File: src/rtl/pig_disp_pkg.sv
// rtl/pig_disp_pkg.sv - shared display constants and types for the seven-segment driver.
// All segment patterns are active-low, ordered {g,f,e,d,c,b,a}.
package pig_disp_pkg;

  typedef logic [3:0] bcd_digit_t;

  localparam logic [6:0] SEG_BLANK = 7'h7F;
  localparam logic [6:0] SEG_DASH  = 7'b0111111;

  localparam logic [6:0] SEG_0 = 7'b1000000;
  localparam logic [6:0] SEG_1 = 7'b1111001;
  localparam logic [6:0] SEG_2 = 7'b0100100;
  localparam logic [6:0] SEG_3 = 7'b0110000;
  localparam logic [6:0] SEG_4 = 7'b0011001;
  localparam logic [6:0] SEG_5 = 7'b0010010;
  localparam logic [6:0] SEG_6 = 7'b0000010;
  localparam logic [6:0] SEG_7 = 7'b1111000;
  localparam logic [6:0] SEG_8 = 7'b0000000;
  localparam logic [6:0] SEG_9 = 7'b0010000;

endpackage

File: src/rtl/seg7_decode.sv
// rtl/seg7_decode.sv - combinational BCD digit to active-low segment decoder.
// Non-BCD codes render as a dash; blank overrides the digit entirely.
module seg7_decode
  import pig_disp_pkg::*;
(
  input  bcd_digit_t  digit,
  input  logic        blank,
  output logic [6:0]  seg
);

  always_comb begin
    seg = SEG_DASH;
    if (blank) begin
      seg = SEG_BLANK;
    end else begin
      case (digit)
        4'd0:    seg = SEG_0;
        4'd1:    seg = SEG_1;
        4'd2:    seg = SEG_2;
        4'd3:    seg = SEG_3;
        4'd4:    seg = SEG_4;
        4'd5:    seg = SEG_5;
        4'd6:    seg = SEG_6;
        4'd7:    seg = SEG_7;
        4'd8:    seg = SEG_8;
        4'd9:    seg = SEG_9;
        default: seg = SEG_DASH;
      endcase
    end
  end

endmodule

File: src/rtl/seg7_scan.sv
// rtl/seg7_scan.sv - eight-digit multiplexed common-anode seven-segment scanner.
// Define SEG7_LZB_EN to compile in leading-zero blanking (digit 0 is never blanked).
module seg7_scan
  import pig_disp_pkg::*;
#(
  parameter int DIV    = 50000,
  parameter int DIGITS = 8
) (
  input  logic        clock,
  input  logic        a_rst_n,
  input  logic [31:0] bcd,
  input  logic        bcd_valid,
  output logic [7:0]  an,
  output logic [6:0]  seg,
  output logic        dp,
  output logic        tick
);

  localparam int             PW         = (DIV > 1) ? $clog2(DIV) : 1;
  localparam logic [PW-1:0]  PRESC_LAST = PW'(DIV - 1);
  localparam logic [2:0]     IDX_LAST   = 3'(DIGITS - 1);

  logic [PW-1:0] presc;
  logic [2:0]    idx;
  logic [2:0]    nidx;
  logic [31:0]   shadow;
  logic          wrap;
  logic          blank;
  bcd_digit_t    digit;
  logic [6:0]    seg_next;

  assign wrap  = (presc == PRESC_LAST);
  assign nidx  = (idx == IDX_LAST) ? 3'd0 : idx + 3'd1;
  assign digit = shadow[{nidx, 2'b00} +: 4];
  assign dp    = 1'b1;

`ifdef SEG7_LZB_EN
  // Walk from the MSD down; blank the selected digit while everything above it is zero.
  always_comb begin
    logic zeros_above;
    zeros_above = 1'b1;
    blank       = 1'b0;
    for (int k = 7; k >= 1; k--) begin
      if (shadow[4*k +: 4] != 4'd0) zeros_above = 1'b0;
      if (3'(k) == nidx) blank = zeros_above;
    end
  end
`else
  assign blank = 1'b0;
`endif

  seg7_decode u_decode (
    .digit (digit),
    .blank (blank),
    .seg   (seg_next)
  );

  always_ff @(posedge clock or negedge a_rst_n) begin
    if (!a_rst_n) begin
      shadow <= 32'd0;
    end else if (bcd_valid) begin
      shadow <= bcd;
    end
  end

  // Outputs latch on the wrap edge from the pre-capture shadow, so a coincident strobe shows next tick.
  always_ff @(posedge clock or negedge a_rst_n) begin
    if (!a_rst_n) begin
      presc <= '0;
      idx   <= IDX_LAST;
      tick  <= 1'b0;
      an    <= 8'hFF;
      seg   <= SEG_BLANK;
    end else begin
      tick <= wrap;
      if (wrap) begin
        presc <= '0;
        idx   <= nidx;
        an    <= ~(8'b1 << nidx);
        seg   <= seg_next;
      end else begin
        presc <= presc + 1'b1;
      end
    end
  end

endmodule

File: config.mk
export PLATFORM = sky130hd
export DESIGN_NAME = seg7_scan
export DESIGN_NICKNAME = d
export VERILOG_FILES = /design/src/rtl/pig_disp_pkg.sv /design/src/rtl/seg7_decode.sv /design/src/rtl/seg7_scan.sv
export SDC_FILE = /design/constraint.sdc
export NUM_CORES = 1
export LEC_CHECK = 0
export BUFFER_PORTS_ARGS = -buffer_cell sky130_fd_sc_hd__buf_2
export CORE_ASPECT_RATIO = 1.2
export CORE_MARGIN = 3
export CORE_UTILIZATION = 30
export DETAILED_ROUTE_END_ITERATION = 16
export GPL_TIMING_DRIVEN = 1
export PLACE_DENSITY = 0.52
export SETUP_SLACK_MARGIN = 0.15
export SYNTH_ARGS = -nofsm -noshare
export SYNTH_HDL_FRONTEND = slang
export SYNTH_SLANG_ARGS = --single-unit
File: constraint.sdc
create_clock -name clock -period 3.05 [get_ports clock]
set_input_delay 0 -clock clock [delete_from_list [all_inputs] [get_ports clock]]
set_output_delay 0 -clock clock [all_outputs]
set_load 0.01 [all_outputs]
Word level (Yosys, flattened, before mapping):

Memories as Yosys holds them, arrays and structs flattened. A register that Yosys moved wholly into a read port is not among the register bits.
Cells that the tools add are included.

* register bits after elaboration: 60
* output and inout bits: 17
* memories: 1
* bits of input ports: 35
* ROM bits: 112
* logic and storage cells: 16

* bitwise operators: 1
* equality and inequality tests: 2
* mux-type cells: 2
* shift-type cells: 2
* reduce and logical (&&, ||, !) cells: 1
* add/sub/neg operators: 2

Memories
* (no name shown): depth 16, width 7, read ports 1, clocked after memory_dff 1, wr ports 0, RTL line seg7_decode.sv:16 `case (digit)`

Operators with widths (number)
* 32-bit by 6-bit variable part select with 4-bit output: 1
* 16-bit by 1-bit adder with 16-bit output (second input constant): 1
* 16-bit == test (second input constant): 1
* 16-bit two-way mux: 1
* 8-bit NOT: 1
* 1-bit by 3-bit left shift with 8-bit output (first input constant): 1
* 3-bit by 1-bit adder with 3-bit output (second input constant): 1
* 3-bit == test (second input constant): 1
* 3-bit two-way mux: 1
* 1-bit zero test: 1

Depth between registers and ports, before layout:

Gate-level depths: netlist of run 1.

* depth after elaboration: 4
* mapped depth: 11
* gate-level depth less buffers: 9

Hierarchy:

A second synthesis of run 1 with hierarchy kept.

* cells, all modules: 263
* area, all modules: 3250.6 um2

By module, submodules not included
* seg7_scan: area each 3049.2 um2, seq. area each 1699.1 um2, instances 1, cells each 232
* seg7_decode: area each 201.4 um2, seq. area each 0.0 um2, instances 1, cells each 31

Worst setup path after synthesis of run 1:

Ideal clock, no wire load.

* path type: register to register
* from: reg idx[0]
* to: reg seg[3]
* data arrival time: 2.771 ns
* setup time: 0.076 ns
* cell stages (with the launch flop): 12
* required time: 2.974 ns
* slack: 0.203 ns
* buffers on the path: 2
* clock period less this slack: 2.847 ns
* path through: dfstp_2 buf_2 inv_1 ha_1 clkbuf_8 nand2_1 a211oi_1 or4_2 inv_1 ha_1 nand2b_1 a31oi_2

* longest elaborated chain between the ends: 3
* elaborated cells between the ends (all ways): 4
* those cells by class: add/sub: 1; eq/ne: 1; shift: 1; mux: 1

RTL lines
* from (decl): RTL line seg7_scan.sv:24 `logic [2:0] idx;`
* from (signal assigned): RTL line seg7_scan.sv:78 `idx <= nidx;`
* 3-bit by 1-bit adder with 3-bit output or 3-bit == test (tied branches): RTL line seg7_scan.sv:33 `assign nidx = (idx == IDX_LAST) ? 3'd0 : idx + 3'd1;`
* 3-bit two-way mux (*): RTL line seg7_scan.sv:33
* net nidx[1]: RTL line seg7_scan.sv:25 `logic [2:0] nidx;`
* 32-bit by 6-bit variable part select with 4-bit output (*): RTL line seg7_scan.sv:34 `assign digit = shadow[{nidx, 2'b00} +: 4];`
* to (decl): RTL line seg7_scan.sv:14 `output logic [6:0] seg,`

Mark *: on every way through the listed nets, which the timed path passes. The rest lies on a longest branch.
A chain may end at the register's enable or synchronous reset.

Final worst setup path of run 1:

* from: reg idx[1]
* to: reg seg[6]

* longest elaborated chain between the ends: 3
* elaborated cells between the ends (all ways): 4
* those cells by class: add/sub: 1; eq/ne: 1; shift: 1; mux: 1

RTL lines (RTL line)
* 3-bit by 1-bit adder with 3-bit output or 3-bit == test (tied branches): seg7_scan.sv:33
* 3-bit two-way mux (*): seg7_scan.sv:33
* 32-bit by 6-bit variable part select with 4-bit output (*): seg7_scan.sv:34

Every way passes the cells marked *; elsewhere a longest branch is shown, timed or not.

==> results of run 1 <==
## worst paths after layout
kind	from	end	slack (ns)	depth (start not counted)
max	idx[1]	seg[6]	0.35	10
min	a_rst_n	presc[8]	0.26	2
max reg2reg	idx[1]	seg[6]	0.35	10
min reg2reg	seg[5]	seg[5]	0.46	2
max in group asynchronous	a_rst_n	an[2]	1.97	3
min in group clock	bcd_valid	shadow[12]	0.35	2
## metrics by stage
stage	area (um^2)	instances	power [mW]	hold WS, ns	util (%)
after floorplan	3200	264	1.06	-0.296	-
after global placement	3620	438	1.13	0.0911	35.4
after detailed placement	3620	438	1.13	0.0909	35.4
after CTS	4230	488	2.10	0.281	41.4
after global routing	4230	488	2.17	0.315	41.4
final	4230	488	2.06	0.261	41.4
## flip-flops by register name, summed over array words and instances (netlist names)
register / count
tick: 1
shadow: 32
idx: 3
seg: 7
an: 8
presc: 16
## timing repair
item	4_1_cts	5_1_grt
endpoints found under the setup margin	1	0
setup buffers	1	0
gates resized for setup	1	0
endpoints found under the hold margin	56	0
hold buffers	33	0
## power by group through the flow
stage          combinational (mW)  sequential, mW  clock (mW)
2_1_floorplan              0.0979           0.962           0
6_report                    0.184           0.959       0.922
5_1_grt                     0.205           0.965        1.00
3_5_place_dp                0.155           0.975           0
4_1_cts                     0.187           0.960       0.955
3_3_place_gp                0.152           0.974           0
## synth_stat cells (all sizes together), types with 2 or more instances
| cell type | number | area [um^2] |
|---|---|---|
| xnor2 | 5 | 43.8 |
| nor3 | 4 | 20.0 |
| nor4 | 3 | 18.8 |
| ha | 8 | 100 |
| nand2b | 4 | 25.0 |
| or4 | 2 | 20.0 |
| clkbuf | 5 | 38.8 |
| a211oi | 6 | 45.0 |
| xor2 | 8 | 70.1 |
| and2 | 2 | 12.5 |
| dfstp | 18 | 473 |
| nor2 | 24 | 92.6 |
| a31oi | 10 | 68.8 |
| and4 | 2 | 17.5 |
| and3 | 2 | 12.5 |
| nand2 | 19 | 71.3 |
| dfrtp | 49 | 1230 |
| mux4 | 4 | 97.6 |
| a2111oi | 2 | 17.5 |
| o21a | 8 | 60.1 |
| nor2b | 2 | 12.5 |
| a21oi | 3 | 15.0 |
| o21ai | 10 | 53.8 |
| inv | 5 | 18.8 |
| mux2 | 33 | 375 |
| nand3 | 8 | 40.0 |
| buf | 9 | 61.3 |
## logic make-up (layout without fill, tap and decap cells)
| group | after synthesis | in the layout | synth area share [%] |
|---|---|---|---|
| buffers and inverters | 19 | 117 | 3.71 |
| XOR/XNOR | 13 | 13 | 3.55 |
| other | 1 | 1 | 0.117 |
| flip-flops | 67 | 67 | 53.0 |
| AND/OR/NAND/NOR | 75 | 75 | 11.4 |
| multiplexers | 38 | 38 | 15.5 |
| AO/OA/AOI/OAI | 43 | 43 | 9.57 |
| adder cells (fa/ha/maj) | 8 | 8 | 3.13 |
## final cells by class
class	count	area share, %
Multi-Input combinational cell	178	33.2
Sequential cell	67	40.2
Inverter	5	0.444
Clock inverter	7	1.07
Tap cell	126	3.73
Clock buffer	9	5.33
Timing Repair Buffer	96	16.0
## layer usage
layer / part of all wire (%) / vias to the layer above / global-route usage [%] / wire [um]
li1: - / 1131 / - / -
met1: 45 / 1125 / 15.6 / 3120
met2: 50 / 47 / 21.9 / 3460
met5: 0 / - / 0 / 0
met3: 3.5 / 12 / 2.69 / 244
met4: 1.9 / 0 / 5.05 / 130
==> flow_summary.json, run 1 <==
{
  "arrival_ns": 2.91,
  "numClockSinks": 67,
  "path_cells": "ha_1 > ha_1 > buf_4 > o21a_1 > a211oi_1 > or4_2 > inv_1 > ha_1 > nor2_1 > o41ai_1",
  "num_vias": 2315,
  "synth_ff_type": "dfrtp_1",
  "io-pin-count": 52,
  "synth_cell_types": 47,
  "clockBufferDepth": 2,
  "maxSlewViolCount": 0,
  "slew_headroom_pct": 52.8,
  "gp_congestion": 0.787,
  "initial_utilization_pct": 31.4,
  "io_buffer_count": 50,
  "seqPwrFrac_pct": 46.4,
  "mostFrequentLayoutCells": "buf_2 (50), dfrtp_1 (49), dlygate4sd3_1 (33), mux2_2 (32), nor2_1 (23)",
  "drc": 0,
  "end_kind": "flip-flop",
  "wire_per_inst_um": 14.2,
  "intPower_mw": 1.59,
  "max_cap_viol_count": 0,
  "final_common_cell": "buf_2",
  "syn_to_final_growth_pct": 32.0,
  "yosys_warnings": 0,
  "p_sw_share_pct": 23.1,
  "dp_hpwl_um": 5140,
  "p_comb_share_pct": 8.9,
  "hold_class": "input pin to async pin",
  "path_class": "flip-flop to flip-flop",
  "path_common_cell": "ha_1",
  "synth-seq-cells": 67,
  "slowest_delay_ns": 0.67,
  "cpMaxStageDelayCell": "or4_2",
  "layout.nets": 400,
  "syn_area_um2": 3200,
  "grtUsageTotal_pct": 12.8,
  "powerDensity_nw_per_um2": 488,
  "antenna_found_initial": 0,
  "routed_via_density": 4.74,
  "ys_seq_area_share_pct": 53.0,
  "synth_area_per_cell_um2": 12.1,
  "setup_tns_ns": 0,
  "min_period_over_period_pct": 88.6,
  "synth_fp_nets": 307,
  "grt_max_degree": 33,
  "start_kind": "flip-flop",
  "rsz0062_at_grt": "false",
  "die_h_um": 119,
  "async_flop_share_pct": 100,
  "coreArea_um2": 10200,
  "htree_levels": 3,
  "multi_input_area_um2": 1410,
  "cp_data_required_time_ns": 3.26,
  "finalSetupViolations": 0,
  "die_area_um2": 12000,
  "setup_ws_ns": 0.347,
  "period_needed_ns": 2.70,
  "worst_slew_pin_slew_ns": 0.708,
  "p_clk_share_pct": 44.7,
  "irDropWorstVdd_uv": 307,
  "finalClockSkew_ns": 0.00500,
  "clock_latency_ns": 0.33,
  "final_layout_size_suffix_gt1_share_pct": 38.7,
  "max_freq_mhz": 370,
  "drtAntennaViolNets": 0,
  "dr.pass1.iters": 4,
  "power.leakage_nw": 1.85,
  "die_w_um": 100,
  "antenna_cells": 0,
  "cts_buffers": 9,
  "dp_slack_ns": 0.125,
  "path_buf_inv": 2,
  "synth_edf_count": 0,
  "cts_tree": "yes",
  "grt_pass1_vias": 2560,
  "drtIter0Drc": 67,
  "fill_cells": 997,
  "cp_top_family": "simple AND/OR/NAND/NOR gates",
  "seqCellArea_um2": 1700,
  "synthCells": 264,
  "clk_pin_slew_worst_paths_ns": 0.06,
  "p_sw_uw": 478,
  "routed_wl_um": 6950,
  "grt_pass1_wl_um": 12200,
  "num_rows": 40,
  "crit_fanout": 9,
  "overflow": 0,
  "outcome": "complete, no violations",
  "clockRootBuffer": "clkbuf_16",
  "hold_viol": 0
}
No activity file was read; power rests on OpenSTA's default activity.
==> inputs of run 2 (changes only) <==
--- a/config.mk
+++ b/config.mk
@@ -12,6 +12,7 @@
 export DETAILED_ROUTE_END_ITERATION = 16
 export GPL_TIMING_DRIVEN = 1
 export PLACE_DENSITY = 0.52
+export RECOVER_POWER = 25
 export SETUP_SLACK_MARGIN = 0.15
 export SYNTH_ARGS = -nofsm -noshare
 export SYNTH_HDL_FRONTEND = slang
==> flow_summary.json, run 2 (synthesis results as in run 1) <==
{
  "final_layout_size_suffix_gt1_share_pct": 38.1,
  "clk_pin_slew_worst_paths_ns": 0.06,
  "clock_latency_ns": 0.33,
  "cts_buffers": 9,
  "period_needed_ns": 2.70,
  "overflow": 0,
  "grt_max_degree": 33,
  "clockBufferDepth": 2,
  "met3_length_um": 244,
  "dr.pass1.iters": 4,
  "largest_register": "shadow",
  "slew_headroom_pct": -13.6,
  "cp_data_required_time_ns": 3.26,
  "stdcell_count": 488,
  "path_class": "flip-flop to flip-flop",
  "end_kind": "flip-flop",
  "grt_pass1_vias": 2560,
  "routed_via_density": 4.75,
  "gp_congestion": 0.787,
  "failed_checks": "capacitance limit, slew limit",
  "mostFrequentLayoutCells": "dfrtp_1 (49), buf_2 (48), dlygate4sd3_1 (33), mux2_2 (32), nor2_1 (23)",
  "htree_levels": 3,
  "placed_cells": 438,
  "power.leakage_nw": 1.84,
  "wl_met2_um": 3470,
  "io-pin-count": 52,
  "irDropWorstVdd_uv": 306,
  "wire_per_inst_um": 14.2,
  "arrival_ns": 2.91,
  "drtIter0Drc": 67,
  "grt_pass1_wl_um": 12200,
  "maxSlewViolCount": 65,
  "dp_slack_ns": 0.125,
  "finalClockSkew_ns": 0.00500,
  "outcome": "complete, but fails checks",
  "routed_wl_um": 6950,
  "final_common_cell": "dfrtp_1",
  "drtAntennaViolNets": 0,
  "antenna_cells": 0,
  "die_w_um": 100,
  "largestRegisters": "shadow (32), presc (16), an (8)",
  "antenna_found_initial": 0,
  "fin_util_pct": 41.4,
  "hold_class": "input pin to flip-flop",
  "setup_tns_ns": 0,
  "grtUsageTotal_pct": 12.8,
  "syn_to_final_growth_pct": 32.0,
  "finalSetupViolations": 0,
  "drc": 0,
  "layout.nets": 400,
  "cts_tree": "yes",
  "dp_hpwl_um": 5140,
  "die_area_um2": 12000,
  "p_total_mw": 2.07,
  "min_period_over_period_pct": 88.6,
  "crit_fanout": 9,
  "initial_utilization_pct": 31.4,
  "num_rows": 40,
  "setup_ws_ns": 0.347,
  "timing.rr.start": "idx[1]",
  "rsz0062_at_grt": "false",
  "die_h_um": 119,
  "crit_path_start": "idx[1]",
  "start_kind": "flip-flop",
  "numClockSinks": 67,
  "max_cap_viol_count": 2,
  "worst_slew_pin_slew_ns": 1.70,
  "largest_register_ff_count": 32,
  "hold_start": "bcd[1]",
  "hold_viol": 0,
  "num_vias": 2316,
  "drt-met1-wl_um": 3110,
  "fill_cells": 997,
  "maxUsedRoutingLayer": "met4",
  "max_freq_mhz": 370,
  "clockRootBuffer": "clkbuf_16",
  "coreArea_um2": 10200,
  "powerDensity_nw_per_um2": 489,
  "io_buffer_count": 50
}
run 2: stage by stage:
step	hold WS [ns]	instance area, um^2
after floorplan	-0.296	3200
after global placement	0.0911	3620
after detailed placement	0.0909	3620
after CTS	0.281	4230
after global routing	0.440	4230
final	0.439	4230
run 2: area by class of cell:
type / instances / area (um^2) / area share, %
sequential: 67 / 1700 / 40.2
multi-input combinational: 178 / 1410 / 33.2
timing repair buffer: 96 / 676 / 16.0
clock buffer: 9 / 225 / 5.33
tap: 126 / 158 / 3.73
clock inverter: 7 / 45.0 / 1.07
inverter: 5 / 18.8 / 0.444
run 2: power breakdown:
part / internal (mW) / switching [mW] / leakage (nW) / total [mW]
Sequential: 0.933 / 0.0251 / 0.783 / 0.959
Clock: 0.544 / 0.378 / 0.123 / 0.922
Combinational: 0.111 / 0.0743 / 0.937 / 0.185
Total: 1.59 / 0.478 / 1.84 / 2.07
run 2: worst paths after layout:
path,slack [ns],to,cells past startpoint
setup / recovery,0.35,seg[6],10
hold / removal,0.44,shadow[1],3
setup reg to reg,0.35,seg[6],10
hold reg to reg,0.46,seg[5],2
max in group asynchronous,1.24,an[2],3
min in group asynchronous,0.65,presc[12],2
run 2: metal layers:
metal / vias up / GRT usage, %
li1: 1131 / -
met1: 1126 / 15.6
met2: 47 / 21.9
met3: 12 / 2.69
met4: 0 / 5.05
met5: - / 0
run 2: repair_timing:
action	4_1_cts	5_1_grt
hold endpoints to repair	56	0
resized for setup	1	0
setup buffers	1	0
hold buffers	33	0
endpoints found under the setup margin	1	0
run 2: critical path, cell delays in order, from the launching register on:
cell,delay [ns]
dfstp_2,0.56
ha_1,0.15
ha_1,0.15
buf_4,0.17
o21a_1,0.16
a211oi_1,0.05
or4_2,0.67
inv_1,0.10
ha_1,0.17
nor2_1,0.05
o41ai_1,0.34
==> inputs of run 3 (changes only) <==
--- a/config.mk
+++ b/config.mk
@@ -8,10 +8,11 @@
 export BUFFER_PORTS_ARGS = -buffer_cell sky130_fd_sc_hd__buf_2
 export CORE_ASPECT_RATIO = 1.2
 export CORE_MARGIN = 3
-export CORE_UTILIZATION = 30
+export CORE_UTILIZATION = 51
 export DETAILED_ROUTE_END_ITERATION = 16
+export GPL_ROUTABILITY_DRIVEN = 1
 export GPL_TIMING_DRIVEN = 1
-export PLACE_DENSITY = 0.52
+export PLACE_DENSITY = 0.79
 export RECOVER_POWER = 25
 export SETUP_SLACK_MARGIN = 0.15
 export SYNTH_ARGS = -nofsm -noshare
==> flow_summary.json, run 3 (synthesis results as in run 1) <==
{
  "outcome": "complete, but fails checks",
  "failed_checks": "capacitance limit, slew limit",
  "setup_ws_ns": 0.361,
  "min_period_over_period_pct": 88.1,
  "finalSetupViolations": 0,
  "dp_slack_ns": 0.0697,
  "crit_fanout": 4,
  "multi_input_area_um2": 1410,
  "syn_to_final_growth_pct": 27.0,
  "max_cap_viol_count": 1,
  "cts_tree": "yes",
  "gp_congestion": 0.856,
  "initial_utilization_pct": 52.9,
  "intPower_mw": 1.44,
  "die_w_um": 78.3,
  "num_vias": 2314,
  "irDropWorstVdd_uv": 538,
  "p_clk_share_pct": 38.6,
  "io_buffer_count": 50,
  "antenna_found_initial": 0,
  "grt_max_degree": 52,
  "htree_levels": 3,
  "overflow": 0,
  "clk_pin_slew_worst_paths_ns": 0.07,
  "final_common_cell": "dfrtp_1",
  "coreArea_um2": 6050,
  "grt_pass1_wl_um": 11800,
  "seqPwrFrac_pct": 51.3,
  "setup_tns_ns": 0,
  "mostFrequentLayoutCells": "dfrtp_1 (49), buf_2 (45), dlygate4sd3_1 (33), mux2_2 (31), nor2_1 (23)",
  "fill_cells": 443,
  "maxSlewViolCount": 33,
  "rsz0062_at_grt": "false",
  "stdcell_count": 440,
  "start_kind": "flip-flop",
  "largest_register": "shadow",
  "io-pin-count": 52,
  "slew_headroom_pct": -9.91,
  "clockBufferDepth": 2,
  "clock_latency_ns": 0.34,
  "wire_per_inst_um": 16.0,
  "routed_wl_um": 7060,
  "powerDensity_nw_per_um2": 459,
  "cp_data_required_time_ns": 3.31,
  "end_kind": "flip-flop",
  "drc": 0,
  "p_sw_share_pct": 23.1,
  "finalClockSkew_ns": 0.00568,
  "hold_class": "input pin to async pin",
  "period_needed_ns": 2.69,
  "grtUsageTotal_pct": 21.2,
  "layout.nets": 396,
  "drtIter0Drc": 72,
  "antenna_cells": 0,
  "dr.pass1.iters": 7,
  "drtAntennaViolNets": 0,
  "placed_cells": 389,
  "die_area_um2": 7270,
  "p_comb_share_pct": 10.0,
  "cts_buffers": 9,
  "max_freq_mhz": 372,
  "hold_viol": 0,
  "seqCellArea_um2": 1700,
  "fin_worst_hold_slack_ns": 0.408,
  "num_rows": 31,
  "path_class": "flip-flop to flip-flop",
  "arrival_ns": 2.95,
  "die_h_um": 92.8,
  "p_sw_uw": 431,
  "final_layout_size_suffix_gt1_share_pct": 36.3,
  "numClockSinks": 67,
  "clockRootBuffer": "clkbuf_8",
  "dp_hpwl_um": 4630,
  "routed_via_density": 5.26,
  "largestRegisters": "shadow (32), presc (16), an (8)",
  "largest_register_ff_count": 32,
  "grt_pass1_vias": 2423,
  "power.leakage_nw": 1.79,
  "worst_slew_pin_slew_ns": 1.65
}
==> run 3: worst max-delay path: stages (launching register included) <==
cell,delay (ns)
dfstp_2,0.57
ha_1,0.16
ha_1,0.18
or2_4,0.17
mux4_1,0.61
mux2i_4,0.18
inv_1,0.08
ha_1,0.31
nand2b_1,0.16
a31oi_2,0.20
==> run 3: layer usage <==
metal  up-vias  wire length, um  share of wire (%)  global-route usage, %
met3         8              300                4.2                   5.74
met1      1132             2750                 39                   24.2
li1       1119                -                  -                      -
met4         0               79                1.1                   6.41
met5         -                0                  0                      0
met2        55             3930                 56                   38.4
==> run 3: power groups by stage <==
stage	clock network [mW]	registers (mW)	logic, mW
final	0.722	0.959	0.188
after global routing	0.772	0.963	0.205
after CTS	0.734	0.958	0.184
after detailed placement	0	0.974	0.152
after global placement	0	0.972	0.144
after floorplan	0	0.962	0.0979
==> run 3: path summary, 6_finish.rpt <==
kind	start	endpoint	slack, ns	cells after the start
worst max-delay path	idx[1]	seg[3]	0.36	9
worst min-delay path	a_rst_n	presc[10]	0.41	2
worst max register to register	idx[1]	seg[3]	0.36	9
worst min register to register	seg[5]	seg[5]	0.46	2
max in group asynchronous	a_rst_n	an[0]	1.73	3
min in group clock	bcd[5]	shadow[5]	0.42	3
==> run 3: what timing repair did <==
| item | in CTS | in global routing |
|---|---|---|
| hold endpoints to repair | 70 | 0 |
| pin swaps | 0 | 0 |
| endpoints found under the setup margin | 2 | 2 |
| setup buffers | 2 | 0 |
| gates resized for setup | 1 | 2 |
| hold buffers | 33 | 0 |
==> run 3: layout make-up <==
type                            count  area share, %
Tap cell                           82           2.52
Inverter                            5          0.462
Timing Repair Buffer               92           15.8
Multi-Input combinational cell    178           34.7
Clock inverter                      5           1.29
Clock buffer                       11           3.48
Sequential cell                    67           41.8
==> run 3: stage by stage <==
step	total power [mW]	util [%]	instance area [um^2]
floorplan	1.06	-	3200
global placement	1.12	58.2	3520
detailed placement	1.13	58.2	3520
CTS	1.88	67.2	4070
global route	1.94	67.2	4070
finish	1.87	67.2	4070
